<file path="config.mk">
export PLATFORM = sky130hd
export DESIGN_NAME = uart_rx
export DESIGN_NICKNAME = d
export VERILOG_FILES = /design/src/rtl/uart_rx.sv
export SDC_FILE = /design/constraint.sdc
export NUM_CORES = 1
export LEC_CHECK = 0
export ABC_AREA = 1
export CAP_MARGIN = 20
export CELL_PAD_IN_SITES_DETAIL_PLACEMENT = 2
export CELL_PAD_IN_SITES_GLOBAL_PLACEMENT = 2
export CORE_MARGIN = 2
export CORE_UTILIZATION = 36
export CTS_BUF_LIST = sky130_fd_sc_hd__clkbuf_4
export CTS_CLUSTER_SIZE = 8
export DETAILED_ROUTE_END_ITERATION = 8
export PLACE_DENSITY = 0.88
export SLEW_MARGIN = 20
export SYNTH_ARGS = -nofsm -noshare
export SYNTH_HDL_FRONTEND = slang
export SYNTH_SLANG_ARGS = --single-unit
</file>
<file path="constraint.sdc">
create_clock -name clk_i -period 1.5 [get_ports clk_i]
set_input_delay 0.225 -clock clk_i [delete_from_list [all_inputs] [get_ports clk_i]]
set_output_delay 0.225 -clock clk_i [all_outputs]
set_load 0.02 [all_outputs]
</file>
<file path="src/rtl/uart_rx.sv">
// UART receiver: oversamples rx_i, validates the start bit at half-bit, samples
// LSB-first data at bit centres and hands each byte out on a valid/ready port.
module uart_rx #(
    parameter int CLOCK        = 100_000_000,
    parameter int BAUD_RATE    = 20_000_000,
    parameter int CLKS_PER_BIT = CLOCK / BAUD_RATE,
    parameter int HALF_BIT     = CLKS_PER_BIT / 2,
    parameter int DATA_BITS    = 8,
    parameter int CW           = $clog2(CLKS_PER_BIT + 1)
) (
    input  logic                 clk_i,
    input  logic                 rst_ni,
    input  logic                 rx_i,
    output logic [DATA_BITS-1:0] rx_data_o,
    output logic                 rx_valid_o,
    input  logic                 rx_ready_i,
    output logic                 frame_err_o,
    output logic                 overrun_err_o,
    output logic                 busy_o
);
    localparam int BW = $clog2(DATA_BITS + 1);
    localparam logic [CW-1:0] CNT_HALF = CW'(HALF_BIT - 1);
    localparam logic [CW-1:0] CNT_BIT  = CW'(CLKS_PER_BIT - 1);
    localparam logic [BW-1:0] IDX_LAST = BW'(DATA_BITS - 1);

    typedef enum logic [2:0] {
        S_IDLE,
        S_START,
        S_DATA,
        S_STOP,
        S_BREAK
    } state_e;

    state_e               state_q, state_d;
    logic [CW-1:0]        cnt_q, cnt_d;
    logic [BW-1:0]        idx_q, idx_d;
    logic [DATA_BITS-1:0] shift_q, shift_d;
    logic                 sync1_q, rx_s_q;
    logic                 deliver_q, deliver_d;
    logic                 fe_pend_q, fe_pend_d;
    logic [DATA_BITS-1:0] data_q, data_d;
    logic                 valid_q, valid_d;
    logic                 ferr_q;
    logic                 ovr_q, ovr_d;

    // Synchronizer resets to 1 so the line reads idle straight out of reset.
    always_ff @(posedge clk_i or negedge rst_ni) begin
        if (!rst_ni) begin
            sync1_q   <= 1'b1;
            rx_s_q    <= 1'b1;
            state_q   <= S_IDLE;
            cnt_q     <= '0;
            idx_q     <= '0;
            shift_q   <= '0;
            deliver_q <= 1'b0;
            fe_pend_q <= 1'b0;
        end else begin
            sync1_q   <= rx_i;
            rx_s_q    <= sync1_q;
            state_q   <= state_d;
            cnt_q     <= cnt_d;
            idx_q     <= idx_d;
            shift_q   <= shift_d;
            deliver_q <= deliver_d;
            fe_pend_q <= fe_pend_d;
        end
    end

    always_comb begin
        state_d   = state_q;
        cnt_d     = cnt_q;
        idx_d     = idx_q;
        shift_d   = shift_q;
        deliver_d = 1'b0;
        fe_pend_d = 1'b0;
        unique case (state_q)
            S_IDLE: begin
                if (!rx_s_q) begin
                    state_d = S_START;
                    cnt_d   = '0;
                end
            end
            S_START: begin
                if (cnt_q == CNT_HALF) begin
                    cnt_d = '0;
                    if (!rx_s_q) begin
                        state_d = S_DATA;
                        idx_d   = '0;
                    end else begin
                        state_d = S_IDLE;
                    end
                end else begin
                    cnt_d = cnt_q + CW'(1);
                end
            end
            S_DATA: begin
                if (cnt_q == CNT_BIT) begin
                    cnt_d   = '0;
                    shift_d = {rx_s_q, shift_q[DATA_BITS-1:1]};
                    idx_d   = idx_q + BW'(1);
                    if (idx_q == IDX_LAST) begin
                        state_d = S_STOP;
                    end
                end else begin
                    cnt_d = cnt_q + CW'(1);
                end
            end
            S_STOP: begin
                // Back to IDLE at the stop-bit centre so a back-to-back start edge is caught.
                if (cnt_q == CNT_BIT) begin
                    cnt_d = '0;
                    if (rx_s_q) begin
                        deliver_d = 1'b1;
                        state_d   = S_IDLE;
                    end else begin
                        fe_pend_d = 1'b1;
                        state_d   = S_BREAK;
                    end
                end else begin
                    cnt_d = cnt_q + CW'(1);
                end
            end
            S_BREAK: begin
                if (rx_s_q) begin
                    state_d = S_IDLE;
                end
            end
            default: begin
                state_d = S_IDLE;
            end
        endcase
    end

    // Delivery: a new byte only replaces the held one if it is being consumed now.
    always_comb begin
        data_d  = data_q;
        valid_d = valid_q;
        ovr_d   = 1'b0;
        if (valid_q && rx_ready_i) begin
            valid_d = 1'b0;
        end
        if (deliver_q) begin
            if (!valid_q || rx_ready_i) begin
                data_d  = shift_q;
                valid_d = 1'b1;
            end else begin
                ovr_d = 1'b1;
            end
        end
    end

    always_ff @(posedge clk_i or negedge rst_ni) begin
        if (!rst_ni) begin
            data_q  <= '0;
            valid_q <= 1'b0;
            ferr_q  <= 1'b0;
            ovr_q   <= 1'b0;
        end else begin
            data_q  <= data_d;
            valid_q <= valid_d;
            ferr_q  <= fe_pend_q;
            ovr_q   <= ovr_d;
        end
    end

    assign rx_data_o     = data_q;
    assign rx_valid_o    = valid_q;
    assign frame_err_o   = ferr_q;
    assign overrun_err_o = ovr_q;
    assign busy_o        = (state_q != S_IDLE);

endmodule

</file>
==> run summary, run 1 <==
The kind of cell adding the most delay to the critical path is flip-flops. The count of fill cells added during filler insertion is 451. Measured on the finished design, the core utilization comes to 45.3%. The largest total area in the synthesized netlist belongs to sky130_fd_sc_hd__dfrtp_1.

The top cell type's share of synthesized area came out at 52.5%. The post-route standard cell area excluding fillers came out at 0.00180 mm2. The Yosys step of the flow raised 0 warnings. The flow ran to the end, and the final reports show no timing, DRC or antenna violations. In this run the clock root is driven by a sky130_fd_sc_hd__clkbuf_4. The worst setup path is launched from a register.

Setup repair after global routing could not meet its margin everywhere. At the worst endpoint, the arrival time is 1.66 ns. The per-cell routed wire length is 15.0 um. The total power came out at 2410 uW. The wire length on met1 came out at 1440 um. The via count of the first global-routing pass was 1284. The buffer and inverter count on the worst path is 3.

The worst-margin pin slew came out at 0.345 ns. The number of hold-repair buffers added at the cts stage is 0. The number of buffer cells added on primary ports is 15. The number of clock sinks came out at 33. Before CTS, the worst setup slack after placement is -0.0293 ns.

Setup slack closes at 0.0644 ns. At the worst endpoint, the required time is 1.72 ns. In the routed design, unresolved DRC markers number 0.

Once placement finished, the instance area stood at 0.00172 mm2. The number of distinct library cell variants in the gate-level netlist after synthesis came out at 25. In the routed layout, each cell is associated on average with a via count of 4.87.

The total number of vias came out at 1130. The worst-case IR drop observed on VDD is 0.705 mV. Among all stages on the critical path, the largest delay is contributed by sky130_fd_sc_hd__dfrtp_1. The largest driver fanout on the critical path came out at 3. The number of nets in the finished design came out at 190. Summed over all nets, the half-perimeter wirelength after detailed placement is 2580 um.

The number of standard-cell rows in the floorplan is 23. The count of nets left with antenna violations once routing finished came out at 0. The worst hold path belongs to the class input port to asynchronous set/reset pin. Counting stages on the worst path, the most repeated cell is sky130_fd_sc_hd__nand2_1. The wire length after detailed routing came out at 3480 um.

The fraction of layout instances using a drive strength above 1 came out at 24.7%. The height of the die came out at 68.1 um. The worst setup path is captured at a register.

The synthesized netlist devotes 10.9% of its cell area to compound gates. By startpoint and endpoint, the worst setup path is classified as register to register. The H-tree depth reported by CTS came out at 2. The number of cells produced by synthesis is 156.

The largest single stage delay on the critical path is 0.44 ns. The congestion estimate from routability-driven global placement came to 0.812. The clock buffer count from CTS came out at 5. The power density normalized to cell area came out at 1340 mW/mm2. The number of nets in the synthesized netlist is 164. The area added between synthesis and finish is 21.7%. The TritonCTS clock tree is built. After synthesis the netlist holds a flip-flop and latch count of 33. The relative max-transition margin is 76.7%. The pin count of the biggest net entering global routing is 34. The final standard cell count with taps included and fillers excluded came out at 232. In this run, the number of DRC markers left after iteration 0 of detailed routing was 59. The portion of the post-synthesis area used by sequential elements came out at 56.0%. The top-level I/O count came out at 16. The number of cells in the design after placement is 223.

The mux contribution to synthesized area is 0.761%. The sum of met2 wire segment lengths after detailed routing is 1880 um. The final hold violation count is 0. The global-route total usage across every layer came out at 17.2%. On the final layout, the worst clock skew is 0.0150 ns. The first-pass GRT wire length came out at 5820 um. The area of the die is 0.00464 mm2. Walking the worst path, the cells encountered are inv_2 -> ha_2 -> nand2_2 -> buf_4 -> nand2_1 -> nand2_1 -> inv_2 -> nand2_1 -> nand2_1 -> nand2_1. In this run the mean area of a mapped cell was 9.48 um2.

The shortest period the worst path allows is 1.44 ns. The xor and xnor fraction of the mapped netlist area is 0.592%. The highest metal layer with signal wires is met4. The mapped netlist covers 0.00148 mm2. After layout, the worst path uses 95.7% of the clock period. The dominant combinational cell family by area after synthesis is simple AND/OR/NAND/NOR gates.

The leakage component of the power is 0.000925 uW. The number of violations of the max-capacitance limit came out at 0. The initial core utilization came out at 37.2%. The share of synthesized cell area in and, or, nand and nor gates came out at 21.2%.

The upper clock frequency limit came out at 0.697 GHz. The clock-pin slew of the registers on the worst-case setup and hold paths came out at 0.11 ns. The count of final max-slew check failures is 0. The clock latency on the worst-skew pair came out at 0.33 ns. After Yosys synthesis, full adders, half adders and majority gates account for 3.38% of the synthesized area.

The core region area is 0.00397 mm2. Before antenna repair, the detailed router went through 4 iterations. After global routing the overflow that remains totals 0. The floorplan step set the die width to 68.1 um. Setup violations remaining at the end of the flow were counted as 0. The amount of wire on met3 after detailed routing came out at 138 um.

The number of antenna violations at the first check in global routing is 0. By area the synthesized netlist is led by sky130_fd_sc_hd__dfrtp_1 (52%), sky130_fd_sc_hd__nand2_1 (11%), sky130_fd_sc_hd__o21ai_2 (5.3%), sky130_fd_sc_hd__inv_1 (4.6%), sky130_fd_sc_hd__o21ai_0 (3.7%). The number of inserted diodes came out at 0. The maximum clock insertion buffer count came out at 2.
-- where the power goes --
part,switching (uW),internal (uW)
sequential,93.2,981
combinational,546,318
clock,287,188
total,926,1490
-- sequential cells by signal, indices dropped and copies added, names as in the netlist, 3 cells and up --
name	count
rx_data_o	8
cnt_q	3
state_q	3
idx_q	4
shift_q	8
-- layout by cell type, fill, tap and decap left out, types with 2 or more instances in the layout --
cell type and count:
sky130_fd_sc_hd__dlygate4sd2_1 10, sky130_fd_sc_hd__nand2_1 42, sky130_fd_sc_hd__dfrtp_1 30, sky130_fd_sc_hd__inv_2 3, sky130_fd_sc_hd__o21ai_2 10, sky130_fd_sc_hd__nor2_2 2
sky130_fd_sc_hd__nor2_1 8, sky130_fd_sc_hd__buf_4 7, sky130_fd_sc_hd__o21ai_1 2, sky130_fd_sc_hd__ha_1 3, sky130_fd_sc_hd__inv_1 15, sky130_fd_sc_hd__dfstp_2 2
sky130_fd_sc_hd__nand2_2 2, sky130_fd_sc_hd__nand3_1 8, sky130_fd_sc_hd__o21ai_0 10, sky130_fd_sc_hd__clkbuf_4 6, sky130_fd_sc_hd__clkdlybuf4s50_1 3
-- routing by layer --
metal,global-route usage (%),vias up
met5,0,-
met4,3.75,0
met3,5.59,4
met2,31.7,19
met1,19.2,564
li1,-,543
-- cell type report --
class	count	area, um2	share of cell area, %
timing repair buffer	23	208	11.5
clock inverter	1	3.75	0.208
sequential	33	830	46.1
multi-input combinational	100	579	32.2
inverter	19	72.6	4.03
tap	50	62.6	3.47
clock buffer	6	45.0	2.50
-- worst paths after layout --
path | start | endpoint | slack (ns) | depth (start not counted)
setup reg to reg | cnt_q[0] | state_q[1] | 0.06 | 10
max in group asynchronous | rst_ni | sync1_q | 0.99 | 2
setup / recovery | cnt_q[0] | state_q[1] | 0.06 | 10
hold reg to reg | sync1_q | rx_s_q | 0.37 | 0
min in group clk_i | rx_i | sync1_q | 0.30 | 1
hold / removal | rst_ni | deliver_q | 0.25 | 2
-- logic make-up after synthesis --
kind of cell             count (synthesis)
buffers and inverters                   23
multiplexers                             1
AO/OA/AOI/OAI                           24
AND/OR/NAND/NOR                         70
flip-flops                              33
XOR/XNOR                                 1
adder cells (fa/ha/maj)                  4
-- through the flow --
stage | hold slack (ns) | setup TNS, ns
final | 0.254 | 0
after global routing | 0.252 | -0.0425
after CTS | 0.259 | 0
after detailed placement | 0.355 | -0.0519
after global placement | 0.334 | 0
after floorplan | -0.0706 | 0
-- synth_stat cells --
cell                        number
sky130_fd_sc_hd__nand2_1        43
sky130_fd_sc_hd__dfrtp_1        31
sky130_fd_sc_hd__inv_1          18
sky130_fd_sc_hd__o21ai_0        11
sky130_fd_sc_hd__nor2_1         10
sky130_fd_sc_hd__nand3_1         9
sky130_fd_sc_hd__o21ai_2         9
sky130_fd_sc_hd__ha_1            4
sky130_fd_sc_hd__buf_6           2
sky130_fd_sc_hd__dfstp_2         2
sky130_fd_sc_hd__nand2_4         2
sky130_fd_sc_hd__o21ai_1         2
sky130_fd_sc_hd__a31o_2          1
sky130_fd_sc_hd__and2_1          1
sky130_fd_sc_hd__buf_4           1
sky130_fd_sc_hd__clkbuf_1        1
sky130_fd_sc_hd__clkinv_2        1
sky130_fd_sc_hd__mux2_2          1
sky130_fd_sc_hd__nand2_2         1
sky130_fd_sc_hd__nand3_2         1
sky130_fd_sc_hd__nor2_4          1
sky130_fd_sc_hd__nor4_1          1
sky130_fd_sc_hd__o2bb2ai_1       1
sky130_fd_sc_hd__or2_2           1
sky130_fd_sc_hd__xor2_1          1
-- worst reg2reg max path: cells and delay by family, from the launching register on --
| kind | cells | cell delay (ns) |
|---|---|---|
| fa+ha+maj | 1 | 0.17 |
| buf+inv | 3 | 0.32 |
| flops | 1 | 0.44 |
| simple gates | 6 | 0.39 |
-- what timing repair did --
item / CTS / global route
setup buffers: 0 / 2
gates resized for setup: 14 / 13
endpoints found under the setup margin: 14 / 19
Power figures use the tool's default switching activity.
==> run 2, diff against run 1 <==
Settings changed: CTS_CLUSTER_SIZE 8 to 20.
==> results of run 2 <==
Final layout, timing and power as in run 1 (identical DEF).
